**config.mk**
```make
export PLATFORM = sky130hd
export DESIGN_NAME = run_ctrl_flat
export DESIGN_NICKNAME = d
export VERILOG_FILES = /design/src/rtl/run_ctrl_if.sv /design/src/rtl/run_ctrl.sv /design/src/flat_wrapper.sv
export SDC_FILE = /design/constraint.sdc
export NUM_CORES = 1
export LEC_CHECK = 0
export BUFFER_PORTS_ARGS = -buffer_cell sky130_fd_sc_hd__buf_4
export CORE_MARGIN = 4
export CORE_UTILIZATION = 50
export CTS_CLUSTER_SIZE = 8
export DETAILED_ROUTE_END_ITERATION = 12
export GPL_TIMING_DRIVEN = 0
export PLACE_DENSITY = 0.78
export SYNTH_ARGS = -nofsm -noshare
export SYNTH_HDL_FRONTEND = slang
export SYNTH_SLANG_ARGS = --single-unit
```
**constraint.sdc**
```tcl
create_clock -name clk -period 5.55 [get_ports clk]
set_clock_uncertainty 0.05 [all_clocks]
set_input_delay 1.11 -clock clk [delete_from_list [all_inputs] [get_ports clk]]
set_output_delay 1.11 -clock clk [all_outputs]
set_load 0.02 [all_outputs]
```
**src/rtl/run_ctrl_if.sv**
```systemverilog
// run_ctrl_if: host-side request/acknowledge bundle of the run sequencer.
//   req       host run request (level, four-phase)
//   prog_sel  program select, captured by the sequencer on accept
//   busy      run in progress
//   ack       result valid / handshake acknowledge
//   status    00 ok, 01 timeout, 10 bad prog_sel
//   cycles    RUN cycles of the last run
// The master modport is the host and the slave modport is run_ctrl.
interface run_ctrl_if #(
    parameter int CW = 16
) ();
    logic          req;
    logic [1:0]    prog_sel;
    logic          busy;
    logic          ack;
    logic [1:0]    status;
    logic [CW-1:0] cycles;

    modport master (
        output req, prog_sel,
        input  busy, ack, status, cycles
    );

    modport slave (
        input  req, prog_sel,
        output busy, ack, status, cycles
    );
endinterface

```
**src/rtl/run_ctrl.sv**
```systemverilog
// run_ctrl: run sequencer in front of the single-cycle core.
// It holds the core in reset while idle. On a host request it pulses the core
// reset, loads the selected entry address into the PC and lets the core run
// until core_done or the watchdog expires. It then reports the cycle count and
// status and waits for the host to drop req.
//   clk         clock, rising edge
//   reset       asynchronous, active-low
//   host        run_ctrl_if slave: req, prog_sel in; busy, ack, status, cycles out
//   core_done   core's done output
//   core_reset  active-high reset to the core
//   start_load  one-cycle strobe: PC loads start_addr
//   start_addr  selected entry address
//
// state      | meaning
// IDLE       | core held in reset, waiting for req
// RESET_CORE | core reset held for RST_CYC cycles
// LOAD       | one cycle, PC loads start_addr
// RUN        | core running, cycles counting, watchdog armed
// DONE       | result valid, ack high until req drops
module run_ctrl #(
    parameter int D       = 12,
    parameter int CW      = 16,
    parameter int RST_CYC = 2,
    parameter int TIMEOUT = 4000,
    parameter int ENTRY0  = 0,
    parameter int ENTRY1  = 128,
    parameter int ENTRY2  = 256
) (
    input  logic         clk,
    input  logic         reset,
    run_ctrl_if.slave    host,
    input  logic         core_done,
    output logic         core_reset,
    output logic         start_load,
    output logic [D-1:0] start_addr
);
    localparam int RW = (RST_CYC > 1) ? $clog2(RST_CYC) : 1;

    typedef enum logic [2:0] {
        IDLE,
        RESET_CORE,
        LOAD,
        RUN,
        DONE
    } state_t;

    state_t        state;
    logic [RW-1:0] rst_cnt;
    logic          busy_q;
    logic          ack_q;
    logic [1:0]    status_q;
    logic [CW-1:0] cycles_q;

    function automatic logic [D-1:0] entry_of(input logic [1:0] sel);
        case (sel)
            2'd0:    entry_of = D'(ENTRY0);
            2'd1:    entry_of = D'(ENTRY1);
            default: entry_of = D'(ENTRY2);
        endcase
    endfunction

    always_ff @(posedge clk or negedge reset) begin
        if (!reset) begin
            state      <= IDLE;
            rst_cnt    <= '0;
            core_reset <= 1'b1;
            start_load <= 1'b0;
            start_addr <= '0;
            busy_q     <= 1'b0;
            ack_q      <= 1'b0;
            status_q   <= 2'b00;
            cycles_q   <= '0;
        end else begin
            case (state)
                IDLE: begin
                    if (host.req) begin
                        if (host.prog_sel != 2'd3) begin
                            // The entry address itself is the latched selection;
                            // later prog_sel changes cannot reach it.
                            start_addr <= entry_of(host.prog_sel);
                            rst_cnt    <= '0;
                            busy_q     <= 1'b1;
                            state      <= RESET_CORE;
                        end else begin
                            // Invalid select: report straight away, core stays frozen.
                            status_q <= 2'b10;
                            cycles_q <= '0;
                            ack_q    <= 1'b1;
                            state    <= DONE;
                        end
                    end
                end
                RESET_CORE: begin
                    if (rst_cnt == RW'(RST_CYC - 1)) begin
                        core_reset <= 1'b0;
                        start_load <= 1'b1;
                        state      <= LOAD;
                    end else begin
                        rst_cnt <= rst_cnt + 1'b1;
                    end
                end
                LOAD: begin
                    start_load <= 1'b0;
                    cycles_q   <= '0;
                    status_q   <= 2'b00;
                    state      <= RUN;
                end
                RUN: begin
                    // core_done takes priority over the watchdog in the same cycle.
                    if (core_done) begin
                        status_q   <= 2'b00;
                        busy_q     <= 1'b0;
                        ack_q      <= 1'b1;
                        core_reset <= 1'b1;
                        state      <= DONE;
                    end else if (cycles_q == CW'(TIMEOUT - 1)) begin
                        cycles_q   <= CW'(TIMEOUT);
                        status_q   <= 2'b01;
                        busy_q     <= 1'b0;
                        ack_q      <= 1'b1;
                        core_reset <= 1'b1;
                        state      <= DONE;
                    end else begin
                        cycles_q <= cycles_q + 1'b1;
                    end
                end
                DONE: begin
                    if (!host.req) begin
                        ack_q <= 1'b0;
                        state <= IDLE;
                    end
                end
                default: begin
                    core_reset <= 1'b1;
                    start_load <= 1'b0;
                    busy_q     <= 1'b0;
                    ack_q      <= 1'b0;
                    state      <= IDLE;
                end
            endcase
        end
    end

    assign host.busy   = busy_q;
    assign host.ack    = ack_q;
    assign host.status = status_q;
    assign host.cycles = cycles_q;
endmodule
```
**src/flat_wrapper.sv**
```systemverilog
// flat-port wrapper written by rule: the top's interface ports become plain ports
module run_ctrl_flat 
#(
    parameter int D       = 12,
    parameter int CW      = 16,
    parameter int RST_CYC = 2,
    parameter int TIMEOUT = 4000,
    parameter int ENTRY0  = 0,
    parameter int ENTRY1  = 128,
    parameter int ENTRY2  = 256
)
  (clk, reset, core_done, core_reset, start_load, start_addr, host_req, host_prog_sel, host_busy, host_ack, host_status, host_cycles);
  run_ctrl_if #(.CW(CW)) host_i ();
  input  logic clk;
  input  logic reset;
  input  logic core_done;
  output logic core_reset;
  output logic start_load;
  output logic [D-1:0] start_addr;
  input wire logic [$bits(host_i.req)-1:0] host_req;
  input wire logic [$bits(host_i.prog_sel)-1:0] host_prog_sel;
  output wire logic [$bits(host_i.busy)-1:0] host_busy;
  output wire logic [$bits(host_i.ack)-1:0] host_ack;
  output wire logic [$bits(host_i.status)-1:0] host_status;
  output wire logic [$bits(host_i.cycles)-1:0] host_cycles;
  assign host_i.req = host_req;
  assign host_i.prog_sel = host_prog_sel;
  assign host_busy = host_i.busy;
  assign host_ack = host_i.ack;
  assign host_status = host_i.status;
  assign host_cycles = host_i.cycles;
  run_ctrl #(.D(D), .CW(CW), .RST_CYC(RST_CYC), .TIMEOUT(TIMEOUT), .ENTRY0(ENTRY0), .ENTRY1(ENTRY1), .ENTRY2(ENTRY2)) u_core (.clk(clk), .reset(reset), .host(host_i), .core_done(core_done), .core_reset(core_reset), .start_load(start_load), .start_addr(start_addr));
endmodule
```
==> flow_metrics.env, run 1 <==
export IMPL_outcome="complete, no violations"
export IMPL_cap_viol_max_count=0
export IMPL_num_nets_final=231
export IMPL_antenna_found_initial=0
export IMPL_critPathLaunchType="flip-flop"
export IMPL_n_fill_cell=271
export IMPL_setup_ws_ns=3.363
export IMPL_initial_core_util_pct=53.01
export IMPL_required_ns=4.39
export IMPL_crit_buf_inv=1
export IMPL_critPathSlowestCell="dfrtp_1"
export IMPL_die_area_um2=4241
export IMPL_async_flop_share_pct=100.0
export IMPL_ys_flop_type="dfrtp_1"
export IMPL_rows=20
export IMPL_grt_max_degree=29
export IMPL_synth_edf_count=0
export IMPL_drt_wl_total_um=3949
export IMPL_firstDrtPassIters=5
export IMPL_clk_path_buf_depth=2
export IMPL_cts_setup_buffers=0
export IMPL_setup_viol=0
export IMPL_worstSetupPathType="reg2out"
export IMPL_ir_drop_uv=251.5
export IMPL_finalMaxSlewViolations=0
export IMPL_end_kind="primary output"
export IMPL_area_growth_pct=20.40
export IMPL_synthDistinctLibCells=48
export IMPL_layout_commonest_cell="buf_4"
export IMPL_holdCritPathClass="reg2reg"
export IMPL_die_y_um=65.13
export IMPL_globalplace_congestion=0.8879
export IMPL_fin_crit_ns=2.187
export IMPL_diodes=0
export IMPL_cts_made_buffers=3
export IMPL_syn_area_um2=1632
export IMPL_cp_cell_sequence="buf_4"
export IMPL_cp_max_fo=6
export IMPL_synth_seq_cells=28
export IMPL_netlist_instances=181
export IMPL_core_um2=3078
export IMPL_dp_cells=263
export IMPL_grt_pass1_wl_um=6465
export IMPL_clk_pin_slew_ns=0.16
export IMPL_slowest_delay_ns=0.50
export IMPL_hold_viol_final=0
export IMPL_yosysWarnings=0
export IMPL_synth_avg_cell_area_um2=9.014
export IMPL_grt_overflow_total=0
export IMPL_place_ws_ns=3.125
export IMPL_ioPinCount=40
export IMPL_rsz0062_at_grt="no"
export IMPL_cellLeakagePower_nw=0.8792
export IMPL_cts_resized_gates=0
export IMPL_layout_common_cells="39 x buf_4, 27 x dfrtp_1, 19 x o21ai_0"
export IMPL_yosysSeqAreaShare_pct=43.02
export IMPL_hold_buffers=0
export IMPL_dp_hpwl_um=2946
export IMPL_drt_iter0_drc=130
export IMPL_drive_above_1_share_pct=22.42
export IMPL_crit_arrival_ns=1.03
export IMPL_ant_nets=0
export IMPL_finalCritPeriodShare_pct=39.40
export IMPL_wl_per_cell_um=14.79
export IMPL_grt_pass1_vias=1433
export IMPL_clock_sinks=28
export IMPL_vias_per_cell=5.760
export IMPL_fin_cells=267
export IMPL_cts_tree="yes"
export IMPL_h_tree_depth=1
export IMPL_cts_root_buf="clkbuf_4"
export IMPL_num_vias=1538
export IMPL_max_freq_mhz=457.3
export IMPL_drc=0
export IMPL_powerDensity_nw_per_um2=366.9
export IMPL_die_w_um=65.13
export IMPL_cp_top_family="flip-flops"
export IMPL_clkLatencyLatePin_ns=0.34
export IMPL_numPortBuffers=29
export IMPL_final_setup_tns_ns=0
export IMPL_grt_usage_pct=19.17
[sequential cells by signal, indices dropped and copies added (netlist names)]
| signal | flops |
|---|---|
| u_core.state | 3 |
| u_core.host.ack | 1 |
| u_core.host.cycles | 16 |
| u_core.core_reset | 1 |
| u_core.host.status | 2 |
| u_core.rst_cnt | 1 |
| u_core.host.busy | 1 |
| u_core.start_addr | 2 |
| u_core.start_load | 1 |
[cell type report]
class,count,area (um^2),area share (%)
flip-flops and latches,28,701.9,35.73
repair buffers,29,217.7,11.08
inverters,12,45.04,2.293
well taps,44,55.05,2.803
clock buffers,4,26.28,1.338
plain buffers,17,110.1,5.605
multi-input cells,133,808.3,41.15
[synthesized netlist by cell type (3+ instances only)]
library cell	count	area [um^2]
nor4_1	3	18.77
nand2_1	17	63.81
o211ai_1	3	22.52
buf_4	10	75.07
o21ai_0	19	95.09
nand4_1	5	31.28
clkbuf_1	4	15.01
o2bb2ai_1	6	52.55
o311ai_0	3	26.28
dfrtp_1	27	675.7
a22o_1	3	26.28
inv_1	12	45.04
nor2b_1	3	18.77
nand3_1	11	55.05
or4_1	4	30.03
a21oi_1	7	35.03
nor2_1	7	26.28
[where the power goes]
| part | switching (mW) | leakage [nW] | internal (mW) | total (mW) |
|---|---|---|---|---|
| sequential | 0.0398 | 0.369 | 0.254 | 0.294 |
| clock | 0.0621 | 0.0150 | 0.0282 | 0.0903 |
| combinational | 0.203 | 0.495 | 0.133 | 0.336 |
| total | 0.305 | 0.879 | 0.416 | 0.721 |
[metrics by stage]
stage | hold slack, ns | instance area, um^2 | util [%] | power [mW]
2_1_floorplan | 0.3963 | 1665 | - | 0.5180
3_3_place_gp | 0.3986 | 1938 | 62.97 | 0.6211
3_5_place_dp | 0.4038 | 1938 | 62.97 | 0.6330
4_1_cts | 0.4236 | 1964 | 63.82 | 0.7210
5_1_grt | 0.4412 | 1964 | 63.82 | 0.7713
6_report | 0.4219 | 1964 | 63.82 | 0.7207
[logic make-up after synthesis]
kind of cell / count (synthesis) / share of synthesized area, %
and+or+nand+nor: 64 / 22.16
AOI/OAI and AO/OA: 55 / 22.47
buffers and inverters: 29 / 9.508
DFF: 28 / 43.02
muxes: 2 / 1.304
adders and majority gates: 1 / 0.7667
other: 1 / 0.2298
xor gates and xnor gates: 1 / 0.5369
[per-layer routing]
metal | track usage, % | vias to the layer above | wire length [um]
li1 | - | 734 | -
met1 | 24.45 | 735 | 1696
met2 | 33.84 | 63 | 1980
met3 | 2.222 | 6 | 228
met4 | 6.218 | 0 | 44
met5 | 0 | - | 0
[final timing paths]
check                                             from                     to  slack [ns]  depth (start not counted)
worst max-delay path             u_core.host.cycles[9]         host_cycles[9]        3.36                          1
worst min-delay path                 u_core.core_reset      u_core.core_reset        0.42                          2
worst max register to register  u_core.host.cycles[13]        u_core.state[0]        3.52                          4
worst min register to register       u_core.core_reset      u_core.core_reset        0.42                          2
max in group asynchronous                        reset      u_core.core_reset        4.53                          1
min in group asynchronous                        reset  u_core.host.cycles[5]        0.60                          1
(Power assumes the default switching activity.)
==> run 2: changes to the inputs <==
clock period = 2.3 ns   (was 5.55 ns; I/O delays follow)
==> run 2 against run 1 <==
Compared with the run above: worst hold slack worse by 0.10 ns; non-clock buffer count is 1 higher; final cell count is 0.37% higher; clock power is 140% higher; combinational power is 140% higher; final area is 0.51% higher; die area stayed put; via count is 0.52% lower; critical path type is now reg2reg; largest cell class unchanged; highest routed layer unchanged.
==> flow_metrics.env, run 2 (synthesis gave the netlist of run 1 again) <==
export IMPL_finalCritPeriodShare_pct=88.71
export IMPL_worstSetupPathType="reg2reg"
export IMPL_num_vias=1530
export IMPL_ir_drop_uv=606.7
export IMPL_grt_max_degree=29
export IMPL_rows=20
export IMPL_critPathLaunchType="flip-flop"
export IMPL_cap_viol_max_count=0
export IMPL_clk_path_buf_depth=2
export IMPL_initial_core_util_pct=53.01
export IMPL_cellLeakagePower_nw=0.8833
export IMPL_powerDensity_nw_per_um2=882.5
export IMPL_largest_reg_flops=16
export IMPL_grt_pass1_vias=1445
export IMPL_core_um2=3078
export IMPL_drt_wl_total_um=3956
export IMPL_hold_viol_final=0
export IMPL_die_w_um=65.13
export IMPL_holdCritPathClass="in2reg"
export IMPL_cts_made_buffers=3
export IMPL_slowest_delay_ns=0.57
export IMPL_drc=0
export IMPL_required_ns=2.46
export IMPL_end_kind="flip-flop"
export IMPL_clock_sinks=28
export IMPL_area_growth_pct=21.01
export IMPL_diodes=0
export IMPL_post_route_util_pct=64.15
export IMPL_crit_arrival_ns=2.20
export IMPL_die_area_um2=4241
export IMPL_num_nets_final=232
export IMPL_firstDrtPassIters=4
export IMPL_max_freq_mhz=490.1
export IMPL_outcome="complete, no violations"
export IMPL_layout_commonest_cell="buf_4"
export IMPL_setup_viol=0
export IMPL_regArea_um2=701.9
export IMPL_cp_max_fo=8
export IMPL_setup_ws_ns=0.2596
export IMPL_antenna_found_initial=0
export IMPL_critPathSlowestCell="or4b_4"
export IMPL_wl_per_cell_um=14.76
export IMPL_ant_nets=0
export IMPL_finalMaxSlewViolations=0
export IMPL_slew_headroom_pct=66.37
export IMPL_cts_tree="yes"
export IMPL_vias_per_cell=5.709
export IMPL_h_tree_depth=1
export IMPL_cts_setup_buffers=0
export IMPL_multi_input_area_um2=808.3
export IMPL_cts_root_buf="clkbuf_4"
export IMPL_clkLatencyLatePin_ns=0.34
export IMPL_drt_iter0_drc=137
export IMPL_numPortBuffers=29
export IMPL_drive_above_1_share_pct=22.32
export IMPL_grt_overflow_total=0
export IMPL_grt_pass1_wl_um=6492
export IMPL_final_setup_tns_ns=0
export IMPL_n_fill_cell=270
export IMPL_globalplace_congestion=0.8879
export IMPL_cp_cell_sequence="or4b_4 > nor4_4 > nand2b_1 > o21ai_0"
export IMPL_place_ws_ns=0.3250
export IMPL_ioPinCount=40
export IMPL_die_y_um=65.13
export IMPL_clk_pin_slew_ns=0.16
export IMPL_fin_crit_ns=2.040
export IMPL_cts_resized_gates=0
export IMPL_dp_hpwl_um=2946
export IMPL_layout_common_cells="39 x buf_4, 27 x dfrtp_1, 19 x o21ai_0"
export IMPL_hold_buffers=1
export IMPL_grt_usage_pct=19.25
export IMPL_rsz0062_at_grt="no"
export IMPL_tightest_slew_ns=0.5045
==> run 2: final timing paths <==
check                                             end  slack (ns)              startpoint  depth (start not counted)
worst max-delay path                  u_core.state[0]        0.26  u_core.host.cycles[13]                          4
worst min-delay path             u_core.start_addr[8]        0.32        host_prog_sel[1]                          2
worst max register to register        u_core.state[0]        0.26  u_core.host.cycles[13]                          4
worst min register to register      u_core.core_reset        0.42       u_core.core_reset                          2
max in group asynchronous           u_core.core_reset        1.39                   reset                          2
min in group asynchronous       u_core.host.cycles[5]        0.49                   reset                          2
==> run 2: cell type report <==
| cell class | instances | share of cell area [%] |
|---|---|---|
| multi-input combinational | 133 | 40.94 |
| sequential | 28 | 35.55 |
| timing repair buffer | 30 | 11.53 |
| buffer | 17 | 5.577 |
| tap | 44 | 2.788 |
| inverter | 12 | 2.281 |
| clock buffer | 4 | 1.331 |
==> run 2: stage by stage <==
stage | area, um^2 | total power [mW] | cells | hold WS [ns]
6_report | 1974 | 1.742 | 268 | 0.3183
5_1_grt | 1974 | 1.863 | 268 | 0.3121
3_5_place_dp | 1938 | 1.528 | 263 | 0.3481
2_1_floorplan | 1665 | 1.250 | 190 | 0.1144
3_3_place_gp | 1938 | 1.499 | 263 | 0.3466
4_1_cts | 1974 | 1.741 | 268 | 0.3202
==> run 2: routing by layer <==
layer,GRT usage [%],routed length (um)
met2,34.10,1978
met5,0,0
met1,24.45,1680
met4,6.218,48
met3,2.222,249
==> run 2: critical path: cells and delay by family, from the launching register on <==
| family | cells | cell delay [ns] |
|---|---|---|
| AO/OA/AOI/OAI | 1 | 0.14 |
| flip-flops | 1 | 0.48 |
| AND/OR/NAND/NOR | 3 | 1.24 |
==> run 2: report_power, final <==
group	internal, mW	total [mW]	switching (mW)
logic	0.323	0.814	0.491
clock network	0.0681	0.220	0.152
registers	0.613	0.709	0.0958
total	1.00	1.74	0.738
==> run 3: changes to the inputs <==
MAX_ROUTING_LAYER = met4   (was not set)
SETUP_SLACK_MARGIN = 0.4   (was not set)
==> run 3 against run 2 <==
Compared with the run above: via count up 2.2%; critical path type unchanged; non-clock buffer count increased by 8; combinational power increased by 6.5%; largest power group unchanged; clock power fell by 2%; worst hold slack better by 0.014 ns; critical path depth is 1 higher.
==> flow_metrics.env, run 3 (synthesis gave the netlist of run 1 again) <==
export IMPL_numPortBuffers=29
export IMPL_cts_made_buffers=3
export IMPL_worstSetupPathDepth=5
export IMPL_cp_top_family="simple AND/OR/NAND/NOR gates"
export IMPL_layout_commonest_cell="buf_4"
export IMPL_critPathLaunchType="flip-flop"
export IMPL_design_area_um2=2078
export IMPL_cp_max_fo=7
export IMPL_n_fill_cell=278
export IMPL_die_w_um=65.13
export IMPL_critPathSlowestCell="dfrtp_2"
export IMPL_grt_max_degree=29
export IMPL_vias_per_cell=5.667
export IMPL_cts_tree="yes"
export IMPL_final_setup_tns_ns=0
export IMPL_worstRegToRegCells=5
export IMPL_ir_drop_uv=634.3
export IMPL_crit_buf_inv=1
export IMPL_grt_pass1_vias=1459
export IMPL_fin_crit_ns=1.844
export IMPL_rows=20
export IMPL_core_um2=3078
export IMPL_grt_overflow_total=0
export IMPL_worstSetupPathType="reg2reg"
export IMPL_outcome="complete, no violations"
export IMPL_cellLeakagePower_nw=0.9110
export IMPL_powerDensity_nw_per_um2=859.6
export IMPL_ioPinCount=40
export IMPL_antenna_found_initial=0
export IMPL_hold_ws_ns=0.3320
export IMPL_hold_viol_final=0
export IMPL_globalplace_congestion=0.9038
export IMPL_drt_wl_total_um=4126
export IMPL_finalCritPeriodShare_pct=80.16
export IMPL_placed_cell_area_um2=1941
export IMPL_h_tree_depth=1
export IMPL_drt_iter0_drc=94
export IMPL_grt_usage_pct=20.11
export IMPL_wl_per_cell_um=14.95
export IMPL_clk_path_buf_depth=2
export IMPL_holdCritPathClass="in2reg"
export IMPL_grt_pass1_wl_um=6699
export IMPL_cap_viol_max_count=0
export IMPL_cp_cell_sequence="or3_4 > nor4_4 > buf_6 > nor2_2 > a22o_1"
export IMPL_ant_nets=0
export IMPL_max_freq_mhz=542.4
export IMPL_drc=0
export IMPL_required_ns=2.48
export IMPL_die_area_um2=4241
export IMPL_setup_viol=0
export IMPL_diodes=0
export IMPL_num_vias=1564
export IMPL_clk_pin_slew_ns=0.16
export IMPL_end_kind="flip-flop"
export IMPL_rsz0062_at_grt="yes"
export IMPL_num_nets_final=240
export IMPL_drive_above_1_share_pct=31.47
export IMPL_worstHoldPathCells=2
export IMPL_initial_core_util_pct=53.01
export IMPL_clkLatencyLatePin_ns=0.33
export IMPL_dp_hpwl_um=2937
export IMPL_crit_arrival_ns=2.02
export IMPL_cts_root_buf="clkbuf_4"
export IMPL_clock_sinks=28
export IMPL_slowest_delay_ns=0.48
export IMPL_firstDrtPassIters=4
export IMPL_finalMaxSlewViolations=0
export IMPL_area_growth_pct=27.38
export IMPL_layout_common_cells="46 x buf_4, 19 x o21ai_0, 19 x dfrtp_1"
export IMPL_largest_reg_flops=16
export IMPL_die_y_um=65.13
## run 3: cell types whose count changed in the layout (fill, tap and decap cells not counted), sizes merged
cell,delta
buf,+8
## run 3: final cells by class
type | instances | area [um^2] | share of cell area, %
buffer | 17 | 110.1 | 5.298
tap | 44 | 55.05 | 2.649
inverter | 12 | 45.04 | 2.167
multi-input combinational | 133 | 838.3 | 40.34
timing repair buffer | 38 | 291.5 | 14.03
sequential | 28 | 711.9 | 34.26
clock buffer | 4 | 26.28 | 1.264
## run 3: stage by stage
step / power, mW / utilization, % / worst slack (ns) / cells
after floorplan: 1.250 / - / 0.4001 / 190
after global placement: 1.499 / 63.05 / 0.3385 / 263
after detailed placement: 1.534 / 63.05 / 0.3164 / 263
after CTS: 1.759 / 65.20 / 0.4153 / 271
after global routing: 1.923 / 67.52 / 0.3737 / 276
final: 1.787 / 67.52 / 0.4563 / 276
## run 3: power breakdown
group	internal (mW)	switching [mW]	total (mW)
clock	0.0679	0.147	0.215
sequential	0.615	0.0895	0.704
combinational	0.349	0.518	0.867
## run 3: path summary, 6_finish.rpt
check	endpoint	slack, ns	start
max	u_core.host.cycles[1]	0.46	u_core.host.cycles[12]
min	u_core.start_addr[8]	0.33	host_prog_sel[1]
max reg2reg	u_core.host.cycles[1]	0.46	u_core.host.cycles[12]
min reg2reg	u_core.core_reset	0.43	u_core.core_reset
max in group asynchronous	u_core.core_reset	1.38	reset
min in group asynchronous	u_core.host.cycles[13]	0.51	reset
## run 3: metal layers
layer  GRT usage [%]  vias up  part of all wire, %
li1                -      754                    -
met1           25.25      760                   42
met2           34.87       48                   53
met3           2.222        2                  4.7
met4           5.181        0                 0.46
met5               -        -                    0
## run 3: timing repair
item                                   4_1_cts  5_1_grt
pin swaps                                    1        0
setup endpoints to repair                   15       21
resized for setup                            2       12
endpoints found under the hold margin       27        0
buffers inserted                             3        5
hold buffers                                 1        0
